<file path="config.mk">
export PLATFORM = sky130hd
export DESIGN_NAME = id_stage_pipe
export DESIGN_NICKNAME = d
export VERILOG_FILES = /design/src/rtl/id_stage_pipe.sv
export SDC_FILE = /design/constraint.sdc
export NUM_CORES = 2
export LEC_CHECK = 0
export ABC_AREA = 1
export BUFFER_PORTS_ARGS = -buffer_cell sky130_fd_sc_hd__buf_2
export CORE_ASPECT_RATIO = 1.75
export CORE_MARGIN = 2
export CORE_UTILIZATION = 50
export CTS_CLUSTER_SIZE = 40
export DETAILED_ROUTE_END_ITERATION = 6
export PLACE_DENSITY = 0.69
export SLEW_MARGIN = 20
export SYNTH_ARGS = -nofsm -noshare
export SYNTH_HDL_FRONTEND = slang
export SYNTH_SLANG_ARGS = --single-unit
</file>
<file path="constraint.sdc">
create_clock -name clk -period 1.98 [get_ports clk]
set_input_delay 0.396 -clock clk [delete_from_list [all_inputs] [get_ports clk]]
set_output_delay 0.396 -clock clk [all_outputs]
set_load 0.01 [all_outputs]
</file>
<file path="src/rtl/id_stage_pipe.sv">
// Decode stage with ID/EX pipeline register: register file with write-through
// bypass, immediate/destination select, RAW hazard detection and a stall counter.
module id_stage_pipe #(
  parameter int XLEN   = 32,
  parameter int NREG   = 32,
  parameter int FWD_EN = 1,
  parameter int CNT_W  = 16,
  localparam int RW    = $clog2(NREG)
) (
  input  logic             clk,
  input  logic             rst,
  input  logic             in_valid,
  input  logic [31:0]      instr,
  input  logic             c_is_imm,
  input  logic             c_zext,
  input  logic             c_mem_r,
  input  logic             c_mem_w,
  input  logic             c_wb_en,
  input  logic             c_uses_src2,
  input  logic [3:0]       c_exe_cmd,
  input  logic [1:0]       c_br_type,
  input  logic             wb_en,
  input  logic [RW-1:0]    wb_dest,
  input  logic [XLEN-1:0]  wb_data,
  input  logic             exe_wb_en,
  input  logic             exe_mem_r_en,
  input  logic [RW-1:0]    exe_dest,
  input  logic             mem_wb_en,
  input  logic [RW-1:0]    mem_dest,
  input  logic             flush,
  input  logic             freeze,
  output logic             stall,
  output logic             ex_valid,
  output logic             ex_mem_r,
  output logic             ex_mem_w,
  output logic             ex_wb_en,
  output logic [3:0]       ex_exe_cmd,
  output logic [1:0]       ex_br_type,
  output logic [RW-1:0]    ex_dest,
  output logic [RW-1:0]    ex_src1,
  output logic [RW-1:0]    ex_src2,
  output logic [XLEN-1:0]  ex_reg1,
  output logic [XLEN-1:0]  ex_reg2,
  output logic [XLEN-1:0]  ex_val2,
  output logic [CNT_W-1:0] stall_cnt
);

  // Handshake: in_valid qualifies instr and the control fields; the stage takes
  // them at a rising edge where stall is low, otherwise upstream must hold them.

  typedef struct packed {
    logic            valid;
    logic            mem_r;
    logic            mem_w;
    logic            wb_en;
    logic [3:0]      exe_cmd;
    logic [1:0]      br_type;
    logic [RW-1:0]   dest;
    logic [RW-1:0]   src1;
    logic [RW-1:0]   src2;
    logic [XLEN-1:0] reg1;
    logic [XLEN-1:0] reg2;
    logic [XLEN-1:0] val2;
  } ex_t;

  logic [XLEN-1:0] rf [NREG];
  ex_t ex_q, ex_d, dec;

  logic [4:0]      f_src1, f_src2, f_rd;
  logic [RW-1:0]   src1, src2, rd_i, rt_i;
  logic [XLEN-1:0] rd1, rd2, imm_ext;
  logic            use2, m_exe, m_mem, hazard;
  logic            unused_bits;

  assign f_src1 = instr[25:21];
  assign f_src2 = instr[20:16];
  assign f_rd   = instr[15:11];
  assign src1   = f_src1[RW-1:0];
  assign rt_i   = f_src2[RW-1:0];
  assign rd_i   = f_rd[RW-1:0];
  assign src2   = rt_i;
  assign unused_bits = ^{instr[31:26], f_src1, f_src2, f_rd};

  assign imm_ext = c_zext ? {{(XLEN-16){1'b0}}, instr[15:0]}
                          : {{(XLEN-16){instr[15]}}, instr[15:0]};

  // Register 0 is hardwired to zero; a same-cycle write-back wins over storage.
  always_comb begin
    rd1 = '0;
    rd2 = '0;
    if (src1 != '0) rd1 = (wb_en && wb_dest == src1) ? wb_data : rf[src1];
    if (src2 != '0) rd2 = (wb_en && wb_dest == src2) ? wb_data : rf[src2];
  end

  always_ff @(posedge clk or negedge rst) begin
    if (!rst) begin
      for (int i = 0; i < NREG; i++) rf[i] <= '0;
    end else if (wb_en && wb_dest != '0) begin
      rf[wb_dest] <= wb_data;
    end
  end

  assign use2 = ~c_is_imm | c_uses_src2;

  always_comb begin
    m_exe = exe_wb_en && ((src1 != '0 && exe_dest == src1) ||
                          (use2 && src2 != '0 && exe_dest == src2));
    m_mem = mem_wb_en && ((src1 != '0 && mem_dest == src1) ||
                          (use2 && src2 != '0 && mem_dest == src2));
    if (FWD_EN != 0) hazard = in_valid & m_exe & exe_mem_r_en;
    else             hazard = in_valid & (m_exe | m_mem);
  end

  assign stall = freeze | (hazard & ~flush);

  always_comb begin
    dec         = '0;
    dec.valid   = in_valid;
    dec.mem_r   = c_mem_r;
    dec.mem_w   = c_mem_w;
    dec.wb_en   = c_wb_en;
    dec.exe_cmd = c_exe_cmd;
    dec.br_type = c_br_type;
    dec.dest    = c_is_imm ? rt_i : rd_i;
    dec.src1    = src1;
    dec.src2    = use2 ? src2 : '0;
    dec.reg1    = rd1;
    dec.reg2    = rd2;
    dec.val2    = c_is_imm ? imm_ext : rd2;
  end

  // Flush beats freeze; an invalid slot loads a bubble like a hazard does.
  always_comb begin
    ex_d = '0;
    if (flush)                    ex_d = '0;
    else if (freeze)              ex_d = ex_q;
    else if (hazard || !in_valid) ex_d = '0;
    else                          ex_d = dec;
  end

  always_ff @(posedge clk or negedge rst) begin
    if (!rst) begin
      ex_q      <= '0;
      stall_cnt <= '0;
    end else begin
      ex_q <= ex_d;
      if (stall && stall_cnt != {CNT_W{1'b1}}) stall_cnt <= stall_cnt + 1'b1;
    end
  end

  assign ex_valid   = ex_q.valid;
  assign ex_mem_r   = ex_q.mem_r;
  assign ex_mem_w   = ex_q.mem_w;
  assign ex_wb_en   = ex_q.wb_en;
  assign ex_exe_cmd = ex_q.exe_cmd;
  assign ex_br_type = ex_q.br_type;
  assign ex_dest    = ex_q.dest;
  assign ex_src1    = ex_q.src1;
  assign ex_src2    = ex_q.src2;
  assign ex_reg1    = ex_q.reg1;
  assign ex_reg2    = ex_q.reg2;
  assign ex_val2    = ex_q.val2;

endmodule

</file>
# After elaboration in Yosys (flattened, before gate mapping)
# Index checks and enable logic that the tools add are counted.
[op_classes]
add_sub_neg = 1
n_mul = 0
n_div = 0
magnitude_cmp = 4
eq_ne = 6
shifts = 0
mux = 20
n_bitwise = 10
reduce_logical = 15
[ops]
columns = ["op", "n"]
rows = [
  ["bitwise mux 1024 bit", 1],
  ["two-way mux 121 bit", 3],
  ["two-way mux 32 bit", 11],
  ["binary-select mux 32 bit (select 5 bit)", 2],
  ["demux 32 bit (select 5 bit)", 1],
  ["== test 5 bit", 4],
  [">= comparator 6 bit, second input constant", 3],
  ["NOT 5 -> 6 bit", 3],
  ["adder 16 x 1 -> 16 bit, second input constant", 1],
  ["!= test 16 bit, second input constant", 1],
  ["nonzero test 5 bit", 3],
  ["two-way mux 5 bit", 2],
  ["logical AND 1 bit", 9],
  ["< comparator 6 x 1 -> 1 bit, second input constant", 1],
  ["bitwise AND 1 bit", 3],
  ["logical OR 1 bit", 2],
  ["!= test 2 bit, second input constant", 1],
  ["NOT 1 bit", 2],
  ["bitwise OR 1 bit", 2],
  ["logical NOT 1 bit", 1],
]
[word_totals]
regBits = 1161
latchBits = 0
ram_bits = 0
rom_bits = 0
input_bits = 100
out_inout_bits = 138
memories = 0

# Logic depth before layout (Yosys ltp)
[depth]
depth_word = 12
depth_mapped = 15
mapped_depth_nobuf = 12

# Worst setup path after synthesis
# OpenSTA, ideal clock, no wires.
[synth_timing]
path_type = "input to output"
start = "input instr[25]"
end = "output stall"
arrival_time_ns = 1.576
required_time_ns = 1.584
slack_ns = 0.008
cell_stages = 8
cell_sequence = "buf_2 > xor2_1 > nor3_1 > nand2_1 > nand2_1 > nand2_1 > o21ai_2 > buf_2"
[synth_via]
elab_chain_len = 8
elab_cells_between_ends = 9
classes_between = "eq/ne: 1; bitwise: 4; reduce/logical: 4"
[synth_lines]
columns = ["element", "line", "text"]
rows = [
  ["start, declared", "13", "input logic [31:0] instr,"],
  ["== test 5 bit / nonzero test 5 bit (equally long branches)", "-", ""],
  ["logical AND 1 bit *", "106", "m_exe = exe_wb_en && ((src1 != '0 && exe_dest == src1) ||"],
  ["logical OR 1 bit *", "106", ""],
  ["logical AND 1 bit *", "106", ""],
  ["bitwise AND 1 bit * (2 in a row)", "110", "if (FWD_EN != 0) hazard = in_valid & m_exe & exe_mem_r_en;"],
  ["bitwise AND 1 bit *", "114", "assign stall = freeze | (hazard & ~flush);"],
  ["bitwise OR 1 bit *", "114", ""],
  ["end, declared", "32", "output logic stall,"],
]
# Mark *: on every way between the ends. The rest lies on a longest branch, timed or not.

# Final worst setup path
# Same ends and word-level chain as after synthesis.

==> qor.csv <==
stage;metric;value;unit
cts;CTS root buffer;clkbuf_16;
detailed_routing;routed vias;63400;
final_layout;final instance count without filler cells;10300;
critical_path;worst flop-to-flop path endpoint;stall_cnt[6];
detailed_routing;Initial DRT Pass Iterations;7;
critical_path;CP Depth;8;
power;IR drop worst, VDD;0.767;mV
floorplan;Starting Density;50.4;%
final_layout;commonest non-fill, non-tap cell in the layout;nand2_1;
timing;crit share post-route;100;%
critical_path;CP max stage delay;0.23;ns
critical_path;crit path to;stall;
timing;final setup skew;0.0247;ns
placement;buffers added on ports;225;
critical_path;CP dominant cell by count;nand2_2;
yosys;Avg Cell Area, Syn;7.46;um2
final_layout;share of layout cells above drive strength 1;12.2;%
final_layout;Multi-input gate area;28000;um2
grt;first-pass GRT wire length;365000;um
critical_path;cell family with most CP delay;simple AND/OR/NAND/NOR gates;
cts;CTS Sinks;1161;
critical_path;crit end category;output pin;
yosys;post-synthesis compound-gate area fraction;23.4;%
power;PwrDens;904;nW/um2
floorplan;area of the core;124000;um2
final_layout;Reg area;29100;um2
critical_path;WS Path Type;in -> out;
cts;TritonCTS clock tree;done;
placement;Post-Place Cells;10000;
floorplan;Horiz. Die Dim;271;um
yosys;syn nets;8471;
critical_path;Required @ worst endpoint;1.58;ns
cts;H-tree Lvls;3;
critical_path;Worst R2R Start;stall_cnt[0];
placement;routability-driven placement congestion ratio;0.947;
critical_path;crit-path cells;buf_4, xor2_1, nor3_1, nand2_1, nand2_2, nand2_2, o21ai_4, buf_6;
grt;GRT Overall Usage;37.3;%
timing;worst setup margin;-0.00286;ns
detailed_routing;# DRC;1;
timing;Final Max Slew Viols;0;
final_layout;commonest cells after routing, fill and taps aside;nand2_1 (2,032), o21ai_0 (1,358), dfrtp_1 (1,161);
placement;placed cell areas;69400;um2
cts;clock tree buffer depth;3;
placement;worst slack, placed;-0.367;ns
critical_path;CP startpoint;instr[25];
yosys;largest family of logic cells by synthesized area;compound AO/OA/AOI/OAI gates;
critical_path;critical path's slowest cell;nor3_1;
cts;Clk pin slew, worst setup/hold paths;0.07;ns
yosys;Post-Synthesis Cells;8370;
final_layout;cell area after layout;73800;um2
timing;worst-margin pin slew;0.615;ns
yosys;number of library cell types mapped by synthesis;34;
detailed_routing;post-route ant nets;0;
final_layout;fill count;11000;
cts;worst-skew pair later-pin latency;0.74;ns
power;Static Leak;0.0347;uW
yosys;simple-gate portion of the synthesized area;20.8;%
grt;gr ovfl total;0;
critical_path;Reg2Reg Depth;11;
final_layout;Synth-to-Final Area Change;18.2;%
detailed_routing;WL/cell;23.5;um
floorplan;row count;171;
yosys;Synth Register Bits;1161;
hold_path;worst min path class;in -> reg;
floorplan;I/O pins;238;
timing;final hold violations;0;
grt;vias in the first global route;60900;
yosys;XOR/XNOR Fraction of Synth Area;0.295;%
critical_path;CP max FO;4;
grt;initial antenna violation count;14;
timing;Slew headroom;59.0;%
status;violated checks;design-rule violations, negative setup slack;
yosys;post-synthesis mux area share;0;%
timing;fin crit period;1.98;ns
detailed_routing;vias per inst;6.17;
yosys;YS warnings;0;
timing;Max Fclk;0.504;GHz
critical_path;Worst Path Arrival;1.59;ns
yosys;Post-Synth Adder-Cell Area;0.0200;%
timing;number of setup violations in the final report;1;
placement;hpwl dp;156000;um
yosys;register area share after synthesis;46.6;%
status;status;finished, violations left;
critical_path;worst path bufs/invs;2;
final_layout;fin nets;8643;
flow_run;max-capacitance violation count;0;
detailed_routing;DRT iter0 DRCs;8201;
yosys;Cell Area, Synth;62400;um2
detailed_routing;final wirelength;241000;um
cts;CTS Buf Count;107;
floorplan;Die H;471;um
critical_path;worst reg2reg setup slack;0.13;ns
critical_path;Worst setup SP type;primary input;
grt;pin count of the biggest net entering global routing;100;
floorplan;area of the die;128000;um2
repair_timing:
item,in CTS,in global routing
hold endpoints to repair,325,0
setup endpoints to repair,1,8
hold buffers,56,0
pin swaps,7,4
resized for setup,14,6
setup buffers,5,0
cells in the mapped netlist (all sizes together):
library cell / n / share of area (%)
nand3: 802 / 6.4
nor2: 245 / 1.5
buf: 270 / 2.2
o211ai: 533 / 6.4
clkinv: 2 / 0.012
nand2: 2062 / 12
dfrtp: 1161 / 47
nand4: 5 / 0.050
o22ai: 7 / 0.070
ha: 1 / 0.020
or2: 7 / 0.070
nor3: 33 / 0.28
xnor2: 6 / 0.084
inv: 588 / 3.5
a21oi: 592 / 4.7
nor4: 4 / 0.064
xor2: 15 / 0.21
o2111a: 1 / 0.018
clkbuf: 530 / 3.2
o221ai: 1 / 0.014
o21ai: 1489 / 12
a211oi: 16 / 0.19
worst min-delay path, stage by stage:
cell and delay [ns]:
buf_2 0.07, nor2_1 0.04, nor2_1 0.11, nand2_1 0.07, nand2_1 0.05
layer usage:
metal,GRT usage [%],vias up,share of wire (%)
met3,8.11,1079,11
li1,-,28400,-
met1,46.4,29900,36
met4,26.4,20,8.2
met5,0,-,0.058
met2,57.7,4028,44
how the worst min path moves through the flow:
| stage | start | slack [ns] | end | cells past startpoint |
|---|---|---|---|---|
| after detailed placement | rst | 0.32 | rf[422] | 1 |
| after global routing | instr[1] | 0.06 | ex_val2[1] | 5 |
| final | instr[1] | 0.03 | ex_val2[1] | 5 |
| after global placement | rst | 0.33 | rf[422] | 1 |
| after CTS | instr[1] | 0.01 | ex_val2[1] | 5 |
| after floorplan | rst | 0.10 | ex_br_type[0] | 0 |
sequential cells by signal (all words and copies together), names as in the netlist:
name	count
ex_wb_en	1
ex_src2	5
rf	1024
ex_valid	1
ex_val2	32
ex_mem_w	1
ex_br_type	2
ex_reg1	32
ex_dest	5
ex_reg2	32
ex_exe_cmd	4
ex_src1	5
ex_mem_r	1
stall_cnt	16
per-stage QoR:
| step | util, % | total power, uW | hold WS (ns) | setup TNS (ns) |
|---|---|---|---|---|
| 2_1_floorplan | - | 38900 | 0.100 | 0 |
| 3_3_place_gp | 56.0 | 43600 | 0.325 | -36.32 |
| 3_5_place_dp | 56.0 | 44100 | 0.318 | -35.54 |
| 4_1_cts | 59.5 | 66500 | 0.0134 | 0 |
| 5_1_grt | 59.6 | 69800 | 0.0576 | -0.0699 |
| 6_report | 59.6 | 66700 | 0.0335 | -0.00286 |
power by group:
| part | switching, uW | internal (uW) | leakage, uW |
|---|---|---|---|
| clock | 9630 | 12800 | 0.00183 |
| combinational | 8510 | 5250 | 0.0179 |
| sequential | 2730 | 27800 | 0.0150 |
final cells by class:
cell class	count	share of cell area, %
tap	1643	2.79
sequential	1161	39.4
clock inverter	42	0.785
multi-input combinational	5819	38.0
antenna	5	0.0170
timing repair buffer	863	11.8
clock buffer	154	4.24
inverter	590	3.02
cells by family after synthesis:
kind of cell,after synthesis
AOI/OAI and AO/OA,2639
xor gates and xnor gates,21
adders and majority gates,1
buffers and inverters,1390
DFF,1161
and+or+nand+nor,3158
Power figures use the tool's default switching activity.
